==> src/rtl/alu_seq_mult_if.sv <==
// Handshake and operand/result bundle for the sequential 4x4 multiplier.
// The master drives start and the operands; the slave (multiplier) returns status and product.
interface alu_seq_mult_if;
  localparam int unsigned OP_W   = 4;
  localparam int unsigned PROD_W = 8;

  logic              start;
  logic [OP_W-1:0]   a;
  logic [OP_W-1:0]   b;
  logic              busy;
  logic              done;
  logic [PROD_W-1:0] product;

  modport master (output start, a, b, input busy, done, product);
  modport slave  (input start, a, b, output busy, done, product);
endinterface

==> src/rtl/alu_seq_mult.sv <==
// Sequential 4x4 unsigned shift-add multiplier feeding the ALU multiply mux input.
// Optional ALU_SEQ_MULT_EARLY_EXIT_EN finishes as soon as no multiplier bits remain.
module alu_seq_mult (
  input  logic           clk,
  input  logic           rst,
  alu_seq_mult_if.slave  bus
);
  localparam int unsigned OP_W   = 4;
  localparam int unsigned PROD_W = 8;
  localparam int unsigned CNT_W  = 2;

  typedef enum logic {IDLE, RUN} state_t;

  state_t              state_q, state_d;
  logic [PROD_W-1:0]   mcand_q, mcand_d;
  logic [OP_W-1:0]     mplier_q, mplier_d;
  logic [PROD_W-1:0]   acc_q, acc_d;
  logic [CNT_W-1:0]    cnt_q, cnt_d;
  logic                busy_q, busy_d;
  logic                done_q, done_d;
  logic [PROD_W-1:0]   product_q, product_d;
  logic [PROD_W-1:0]   acc_sum;
  logic                last_step;

  // State and datapath registers; reset aborts any operation in flight.
  always_ff @(posedge clk or posedge rst) begin
    if (rst) begin
      state_q   <= IDLE;
      mcand_q   <= '0;
      mplier_q  <= '0;
      acc_q     <= '0;
      cnt_q     <= '0;
      busy_q    <= 1'b0;
      done_q    <= 1'b0;
      product_q <= '0;
    end else begin
      state_q   <= state_d;
      mcand_q   <= mcand_d;
      mplier_q  <= mplier_d;
      acc_q     <= acc_d;
      cnt_q     <= cnt_d;
      busy_q    <= busy_d;
      done_q    <= done_d;
      product_q <= product_d;
    end
  end

  // Next-state and datapath: one multiplier bit consumed per RUN cycle.
  always_comb begin
    state_d   = state_q;
    mcand_d   = mcand_q;
    mplier_d  = mplier_q;
    acc_d     = acc_q;
    cnt_d     = cnt_q;
    busy_d    = busy_q;
    done_d    = 1'b0;
    product_d = product_q;
    acc_sum   = acc_q;
    last_step = 1'b0;

    case (state_q)
      IDLE: begin
        if (bus.start) begin
          mcand_d  = PROD_W'(bus.a);
          mplier_d = bus.b;
          acc_d    = '0;
          cnt_d    = '0;
          busy_d   = 1'b1;
          state_d  = RUN;
        end
      end
      RUN: begin
        acc_sum  = mplier_q[0] ? PROD_W'(acc_q + mcand_q) : acc_q;
        acc_d    = acc_sum;
        mcand_d  = PROD_W'(mcand_q << 1);
        mplier_d = OP_W'(mplier_q >> 1);
        cnt_d    = CNT_W'(cnt_q + 1'b1);
`ifdef ALU_SEQ_MULT_EARLY_EXIT_EN
        last_step = (cnt_q == CNT_W'(3)) || (mplier_d == '0);
`else
        last_step = (cnt_q == CNT_W'(3));
`endif
        if (last_step) begin
          product_d = acc_sum;
          done_d    = 1'b1;
          busy_d    = 1'b0;
          state_d   = IDLE;
        end
      end
      default: state_d = IDLE;
    endcase
  end

  assign bus.busy    = busy_q;
  assign bus.done    = done_q;
  assign bus.product = product_q;
endmodule
==> src/flat_wrapper.sv <==
// flat-port wrapper written by rule: the top's interface ports become plain ports
module alu_seq_mult_flat 
  (clk, rst, bus_start, bus_a, bus_b, bus_busy, bus_done, bus_product);
  alu_seq_mult_if bus_i ();
  input  logic clk;
  input  logic rst;
  input wire logic [$bits(bus_i.start)-1:0] bus_start;
  input wire logic [$bits(bus_i.a)-1:0] bus_a;
  input wire logic [$bits(bus_i.b)-1:0] bus_b;
  output wire logic [$bits(bus_i.busy)-1:0] bus_busy;
  output wire logic [$bits(bus_i.done)-1:0] bus_done;
  output wire logic [$bits(bus_i.product)-1:0] bus_product;
  assign bus_i.start = bus_start;
  assign bus_i.a = bus_a;
  assign bus_i.b = bus_b;
  assign bus_busy = bus_i.busy;
  assign bus_done = bus_i.done;
  assign bus_product = bus_i.product;
  alu_seq_mult u_core (.clk(clk), .rst(rst), .bus(bus_i));
endmodule
==> config.mk <==
export PLATFORM = sky130hd
export DESIGN_NAME = alu_seq_mult_flat
export DESIGN_NICKNAME = d
export VERILOG_FILES = /design/src/rtl/alu_seq_mult_if.sv /design/src/rtl/alu_seq_mult.sv /design/src/flat_wrapper.sv
export SDC_FILE = /design/constraint.sdc
export NUM_CORES = 1
export LEC_CHECK = 0
export CORE_MARGIN = 10
export CORE_UTILIZATION = 55
export CTS_CLUSTER_SIZE = 20
export DETAILED_ROUTE_END_ITERATION = 7
export GPL_TIMING_DRIVEN = 0
export HOLD_SLACK_MARGIN = 0.03
export PLACE_DENSITY = 0.79
export SYNTH_ARGS = -nofsm -noshare
export SYNTH_HDL_FRONTEND = slang
export SYNTH_SLANG_ARGS = --single-unit
==> constraint.sdc <==
create_clock -name clk -period 2.68 [get_ports clk]
set_clock_uncertainty 0.15 [all_clocks]
set_input_delay 0.67 -clock clk [delete_from_list [all_inputs] [get_ports clk]]
set_output_delay 0.67 -clock clk [all_outputs]
set_load 0.02 [all_outputs]
== After elaboration in Yosys (flattened, before gate mapping) ==
Index checks and enable logic that the tools add are counted.
Word-level totals
  flip-flop bits (word level): 33
  output and inout bits: 10
  logic and storage cells: 33
Operators by class
  $add $sub $neg: 2
  eq/ne operators: 3
  multiplexer cells: 17
  bitwise gates (word level): 1
  reductions and logical operators: 2
Operators with widths (count)
  8-bit case mux with 2 select lines: 2
  8-bit two-way mux: 3
  8-bit adder: 1
  4-bit case mux with 2 select lines: 1
  1-bit two-way mux: 6
  4-bit two-way mux: 1
  2-bit inequality test (second input constant): 2
  1-bit case mux with 2 select lines: 2
  2-bit case mux with 2 select lines: 1
  2-bit AND reduction: 2
  2-bit by 1-bit adder with 2-bit output (second input constant): 1
  2-bit == test (second input constant): 1
  2-bit two-way mux: 1
  1-bit NOT: 1

== Depth between registers and ports, before layout ==
Gate-level depths: netlist (run 1).
  word-level depth: 3
  mapped depth: 7
  mapped depth without buffers: 7

== Worst setup path before layout (run 1) ==
Ideal clock, no wire load.
  path kind: reg-to-reg
  start point: reg u_core.acc_q[0]
  end point: reg u_core.acc_q[6]
  library setup time: 0.128 ns
  data arrival time: 1.689 ns
  setup slack: 0.713 ns
  cell stages (with the launch flop): 7
  buffers on the path: 0
  period minus slack after synthesis: 1.967 ns
  path through: dfrtp_1 -> ha_1 -> fa_1 -> a21o_2 -> a41oi_1 -> xor2_1 -> o21ai_0
Between the ends
  cells in the longest elaborated chain, start to end: 3
Ends and longest elaborated chain
  from (decl): RTL line alu_seq_mult.sv:17  | logic [PROD_W-1:0] acc_q, acc_d;
  from (signal assigned): RTL line alu_seq_mult.sv:31  | acc_q <= '0;
  from (signal assigned): RTL line alu_seq_mult.sv:40  | acc_q <= acc_d;
  8-bit adder: RTL line alu_seq_mult.sv:73  | acc_sum = mplier_q[0] ? PROD_W'(acc_q + mcand_q) : acc_q;
  8-bit two-way mux: RTL line alu_seq_mult.sv:73
  8-bit case mux with 2 select lines: RTL line alu_seq_mult.sv:61  | case (state_q)
No other way between the ends.
A chain may end at the register's enable or synchronous reset.

== Worst setup path after layout (run 1) ==
  start point: reg u_core.busy_q, in the netlist u_core.bus.busy
  end point: out bus_busy
RTL lines
  from (decl): RTL line alu_seq_mult.sv:19  | logic busy_q, busy_d;
  from (signal assigned): RTL line alu_seq_mult.sv:42  | busy_q <= busy_d;
  to (decl): RTL line flat_wrapper.sv:10  | output wire logic [$bits(bus_i.busy)-1:0] bus_busy;
No word-level cell between the ends.

==> results.txt, run 1 <==
Post-synth top area share -> 47.5%
Post-cts sizing count -> 0
Leakage -> 0.964 nW
Worst-Margin Slew -> 0.545 ns
Mux cell area share after synthesis -> 8.06%
P&R area growth vs syn -> 18.9%
Mapped cell area -> 1740 sq um
Leading post-synthesis cells by cell area -> dfrtp_1 48%, mux2i_1 8.1%, o21ai_0 6.6%, nand2_1 5.8%, ha_1 5.8%
Largest area contributor in the netlist -> dfrtp_1
Power per Cell Area -> 1050 nW/um^2
TNS Setup -> 0 ns
Seq cells post-synth -> 33
Layout filler cell count -> 241
Post-Syn Area per Cell -> 9.87 sq um
Routed vias/inst -> 5.46
Total track usage -> 13.2%
Critical path depth -> 1
Worst Path Buf+Inv -> 1
Global-route met3 utilization -> 4.95%
Layout cells sized above 1 -> 8.37%
Die height -> 76.2 microns
Top FF cell, synth -> dfrtp_1
Die width -> 76.2 microns
Clk_lat worst skew -> 0.33 ns
Mapped Cells -> 176
Period utilization -> 79.7%
Synth Area in Simple Gates -> 13.5%
Synth Net Count -> 196
# rows -> 20
Detailed Place HPWL -> 2660 microns
Hold Vio Cnt, Final -> 0
Port Buffer Count -> 19
Worst Setup Slack, final -> 0.543 ns
WL/cell -> 14.2 microns
Total Die Area -> 5810 sq um
Root buffer cell -> clkbuf_4
Crit-path max cell delay -> 0.61 ns
Crit Path Max Fanout -> 3
Worst path top cell family by delay -> buffers and inverters
Gr busiest metal -> met2
Nets -> 223
Antenna Cells -> 0
EDFF count, synth -> 0
CTS Buf Count -> 5
Slowest CP cell -> clkdlybuf4s50_1
Routed vias -> 1,348
H-tree depth -> 2
Starting DRT DRC Count -> 86
Layout Cells excl Fill -> 247
Number of global-route vias before repair -> 1,390
Final Max Tran Viols -> 0
Critical path class -> reg2out
Max Cap Viol -> 0
Synth cell types -> 37
Initial Util -> 57.4%
Max VDD drop -> 0.430 mV
Async set-reset flop share out of synthesis -> 100%
Endpoints failing setup -> 0
GRT overflow -> 0
Routed Antenna Nets -> 0
Synthesis Warnings -> 0
Synth Area in XOR/XNOR -> 2.52%
Hold_ws -> 0.338 ns
Post-layout min period -> 2.14 ns
GR Util met1 -> 15.8%
Dpl cells -> 239
Post-CTS setup buffer count -> 0
Clk sinks -> 33
Critical Path Source Type -> flop
Min-Delay Path Depth -> 2
RePlAce Congestion -> 0.881
Tot Pwr -> 0.00217 W
CTS Buffer Depth -> 2
Drt first pass iters -> 4
Core ar. -> 3030 sq um
Largest net degree at the start of global routing -> 34
Cts hold-fix bufs -> 0
Synth Area in Compound Gates -> 17.3%
Worst reg2reg path depth -> 6
TritonCTS clock tree -> built
WL final -> 3510 microns
Run status -> complete, no violations
Met2 Resource Use GR -> 21.1%
Critical path data required time -> 1.86 ns
RSZ-0062 raised after global routing -> false
Worst-path cell chain -> clkdlybuf4s50_1
Residual DRC -> 0
Wire length of the first global-routing pass -> 6470 microns
Max Freq -> 468 MHz
Worst setup EP type -> primary output
Largest family of logic cells by synthesized area -> compound AO/OA/AOI/OAI gates
Sequential-to-total area share from yosys stat -> 47.5%
I/O pin cnt -> 21
Data arrival time of the critical path -> 1.32 ns
Hold WC Path Type -> reg2reg
Setup WS pre-CTS -> 0.370 ns
CTS clk-pin slew, worst paths -> 0.09 ns
Post-synthesis adder-cell area fraction -> 6.91%
Antenna violations before repair -> 0
Slew margin rel. -> 63.5%
synth_stat cells (2+ instances only):
library cell and count:
mux2i_1 14, a21oi_1 5, buf_2 5, clkbuf_1 5
inv_1 6, ha_1 8, nand3_1 2, nand2_1 27
nand3b_1 3, a21o_1 3, xnor2_1 4, nor2_1 7
and3_1 2, nor3b_1 2, nor3_1 2, dfrtp_1 33
a22o_1 6, o21ai_0 23
logic make-up (layout without fill, tap and decap cells):
logic type,Yosys count,count (layout)
and+or+nand+nor,50,50
AOI/OAI and AO/OA,47,47
DFF,33,33
buffers and inverters,18,45
muxes,14,14
adders and majority gates,9,9
xor gates and xnor gates,5,5
sequential cells by signal, summed over array words and instances, names as in the netlist:
| name | flops |
|---|---|
| u_core.mplier_q | 4 |
| u_core.mcand_q | 8 |
| u_core.cnt_q | 2 |
| u_core.bus.product | 8 |
| u_core.acc_q | 8 |
| u_core.state_q | 1 |
| u_core.bus.done | 1 |
| u_core.bus.busy | 1 |
per-stage QoR:
stage	utilization [%]	area (sq um)
2_1_floorplan	-	1740
3_3_place_gp	65.5	1980
3_5_place_dp	65.5	1980
4_1_cts	67.3	2040
5_1_grt	68.2	2070
6_report	68.2	2070
layer usage:
| metal | vias up | wire [microns] |
|---|---|---|
| met2 | 34 | 1640 |
| met5 | - | 0 |
| met1 | 637 | 1610 |
| met4 | 0 | 38 |
| li1 | 672 | - |
| met3 | 5 | 215 |
layout make-up:
class,instances,area [sq um],share of cell area (%)
multi-input cells,125,838,40.6
inverters,7,26.3,1.27
flip-flops and latches,33,826,40.0
plain buffers,11,47.5,2.30
repair buffers,20,218,10.5
clock buffers,7,55.1,2.67
well taps,44,55.1,2.67
power by group:
part           leakage (nW)  total (W)  internal [W]  switching [W]
registers             0.429   0.000826      0.000693       0.000133
clock network        0.0314   0.000280      0.000124       0.000157
logic                 0.504    0.00106      0.000461       0.000599
placed cells by master (no fill, tap or decap), types with 2 or more instances in the layout:
| cell type | count |
|---|---|
| clkbuf_1 | 6 |
| dfrtp_1 | 33 |
| ha_1 | 8 |
| nand3_1 | 2 |
| mux2i_1 | 14 |
| nor3b_1 | 2 |
| a21o_1 | 3 |
| nand2_1 | 27 |
| a21oi_1 | 5 |
| o21ai_0 | 23 |
| clkinv_1 | 2 |
| buf_2 | 5 |
| nor2_1 | 7 |
| nor3_1 | 2 |
| inv_1 | 5 |
| nand3b_1 | 3 |
| a22o_1 | 6 |
| clkbuf_4 | 5 |
| and3_1 | 2 |
| xnor2_1 | 4 |
| clkdlybuf4s50_1 | 19 |
worst paths after layout:
| kind | startpoint | end | slack (ns) |
|---|---|---|---|
| worst min register to register | u_core.bus.product[4] | u_core.bus.product[4] | 0.34 |
| worst min-delay path | u_core.bus.product[4] | u_core.bus.product[4] | 0.34 |
| min in group asynchronous | rst | u_core.acc_q[1] | 0.46 |
| worst max-delay path | u_core.bus.busy | bus_busy | 0.54 |
| worst max register to register | u_core.acc_q[0] | u_core.acc_q[6] | 0.55 |
| max in group asynchronous | rst | u_core.bus.product[5] | 1.48 |
Note: power is estimated with default switching activity, not from simulation.
==> run 2: changes to the inputs <==
- CORE_UTILIZATION: 55 -> 49
- PLACE_DENSITY: 0.79 -> 0.74
- clock period: 2.68 -> 1.85 ns (I/O delays scaled with it)
==> run 2 against run 1 <==
- the flow now finishes with violations (setup timing)
- power grew 58%
- sequential power grew 45%
- die area grew 9.0%
- combinational power grew 72%
- final area grew 8.0%
- global-route usage shrank 0.20 points
- via count grew 7.2%
- clock power grew 46%
- largest cell class unchanged
==> results.txt, run 2 (synthesized netlist as in run 1, its figures left out) <==
Nets -> 231 (+3.6%)
Failing checks -> setup timing
Root buffer cell -> clkbuf_4
Sequential Power Share -> 35.0% (-3.1 points)
CTS Buffer Depth -> 2 (unchanged)
Max Cap Viol -> 0 (unchanged)
TNS Setup -> -0.573 ns (-0.573 ns)
Layout cells sized above 1 -> 19.4% (+11 points)
Residual DRC -> 0 (unchanged)
Critical path data required time -> 1.98 ns (+0.12 ns)
Critical path class -> reg2reg
Total Die Area -> 6330 sq um (+9.0%)
Data arrival time of the critical path -> 2.10 ns (+0.78 ns)
Hold_ws -> 0.207 ns (-0.131 ns)
Antenna Cells -> 0 (unchanged)
Worst setup path endpoint -> u_core.acc_q[7]
Crit Path Max Fanout -> 4 (+1)
CP startpoint -> u_core.mcand_q[2]
Worst-Margin Slew -> 0.441 ns (-0.104 ns)
Worst setup EP type -> flop
Endpoints failing setup -> 8 (+8)
Slew margin rel. -> 70.6% (+7.1 points)
Die width -> 79.6 microns (+4.4%)
Power per Cell Area -> 1540 nW/um^2 (+47%)
Hold Vio Cnt, Final -> 0 (unchanged)
Setup WS pre-CTS -> -0.249 ns (-0.618 ns)
Starting DRT DRC Count -> 123 (+43%)
Worst R2R Start -> u_core.mcand_q[2]
Initial Util -> 51.3% (-6.1 points)
RSZ-0062 raised after global routing -> true
Port Buffer Count -> 19 (unchanged)
WL/cell -> 16.1 microns (+13%)
Post-layout min period -> 1.97 ns
I/O pin cnt -> 21 (unchanged)
Register-to-register path setup slack -> -0.12 ns (-0.67 ns)
Routed vias -> 1,445 (+7.2%)
RePlAce Congestion -> 0.807 (-8.4%)
Run status -> finished with violations
Drt first pass iters -> 4 (unchanged)
Final Max Tran Viols -> 0 (unchanged)
Sw Share -> 42.5% (+1.5 points)
H-tree depth -> 2 (unchanged)
Number of global-route vias before repair -> 1,407 (+1.2%)
Cts hold-fix bufs -> 0 (unchanged)
P_int -> 0.00197 W (+54%)
Period utilization -> 107%
WL final -> 4130 microns (+18%)
Clock power share -> 11.9% (-1.0 points)
Leakage -> 1.04 nW (+7.8%)
Commonest non-fill, non-tap cell in the layout -> dfrtp_1
Routed Antenna Nets -> 0 (unchanged)
P_sw -> 0.00146 W (+64%)
Largest net degree at the start of global routing -> 34 (unchanged)
FF-to-FF End -> u_core.acc_q[7]
Hold WC Path Type -> in2async
Max Freq -> 507 MHz
Antenna violations before repair -> 0 (unchanged)
Total track usage -> 13.0% (-0.20 points)
Core ar. -> 3390 sq um (+12%)
TritonCTS clock tree -> built
P&R area growth vs syn -> 28.4%
Detailed Place HPWL -> 2690 microns (+0.95%)
CTS Buf Count -> 5 (unchanged)
Clk_lat worst skew -> 0.34 ns (about the same)
Wire length of the first global-routing pass -> 6580 microns (+1.6%)
Most frequent cells in the layout -> 32 x dfrtp_1, 27 x nand2_1, 17 x o21ai_0
Clk sinks -> 33 (unchanged)
Layout filler cell count -> 266 (+10%)
GRT overflow -> 0 (unchanged)
Final core utilization -> 65.8% (-2.4 points)
# rows -> 21 (+5.0%)
Critical Path Source Type -> flop
CTS clk-pin slew, worst paths -> 0.09 ns (about the same)
Worst Setup Slack, final -> -0.122 ns (-0.665 ns)
Routed vias/inst -> 5.62 (+3.0%)
Die height -> 79.6 microns (+4.4%)
Worst reg2reg path depth -> 6 (unchanged)
Combinational power share -> 53.1% (+4.2 points)
Max VDD drop -> 0.757 mV (+76%)
-- run 2: cell types whose count changed in the layout (fill, tap and decap cells not counted), moves of 3 or more --
cell / previous run / this run
o21ai_1: 1 / 6
ha_2: 0 / 3
clkdlybuf4s50_1: 19 / 9
ha_1: 8 / 3
buf_4: 0 / 8
dlygate4sd2_1: 0 / 10
o21ai_0: 23 / 17
-- run 2: critical path: stages, from the launching register on --
cell	delay [ns]
dfrtp_2	0.44
ha_4	0.27
o211ai_1	0.32
nor3_2	0.12
or3_4	0.39
a21o_1	0.16
nand3_1	0.07
-- run 2: worst min-delay path by stage --
stage	start	to	slack (ns)
after floorplan	u_core.mplier_q[1]	u_core.mplier_q[0]	0.30
after global placement	u_core.bus.product[3]	u_core.bus.product[3]	0.31
after detailed placement	u_core.bus.product[2]	u_core.bus.product[2]	0.32
after CTS	u_core.bus.product[1]	u_core.bus.product[1]	0.34
after global routing	rst	u_core.mplier_q[3]	0.21
final	rst	u_core.acc_q[0]	0.21
-- run 2: area by class of cell --
type	instances	area, sq um	share of cell area (%)
repair buffers	28	265	11.9
inverters	7	26.3	1.18
flip-flops and latches	33	827	37.1
multi-input cells	125	952	42.7
clock buffers	7	55.1	2.47
well taps	46	57.6	2.58
plain buffers	11	47.5	2.13
-- run 2: power groups by stage --
| stage | Sequential [W] | Combinational, W | Clock (W) |
|---|---|---|---|
| 6_report | 0.00120 | 0.00182 | 0.000410 |
| 5_1_grt | 0.00123 | 0.00199 | 0.000449 |
| 4_1_cts | 0.00118 | 0.00161 | 0.000419 |
| 3_5_place_dp | 0.00121 | 0.00155 | 0 |
| 3_3_place_gp | 0.00119 | 0.00150 | 0 |
| 2_1_floorplan | 0.00127 | 0.00103 | 0 |
-- run 2: per-stage QoR --
stage | cells | power (W) | area [sq um]
after detailed placement | 241 | 0.00276 | 2000
final | 257 | 0.00343 | 2230
after global placement | 241 | 0.00269 | 2000
after floorplan | 176 | 0.00229 | 1750
after global routing | 257 | 0.00367 | 2230
after CTS | 254 | 0.00321 | 2110
-- run 2: per-layer routing --
layer / up-vias / wire, microns / global-route usage (%)
met5: - / 0 / 0
met4: 0 / 45 / 3.94
met2: 31 / 2090 / 22.2
li1: 690 / - / -
met1: 719 / 1770 / 14.4
met3: 5 / 214 / 5.07
-- run 2: repair_timing --
| item | in CTS | in global routing |
|---|---|---|
| setup endpoints to repair | 16 | 8 |
| pin swaps | 6 | 17 |
| buffers inserted | 6 | 2 |
| gates resized for setup | 16 | 16 |
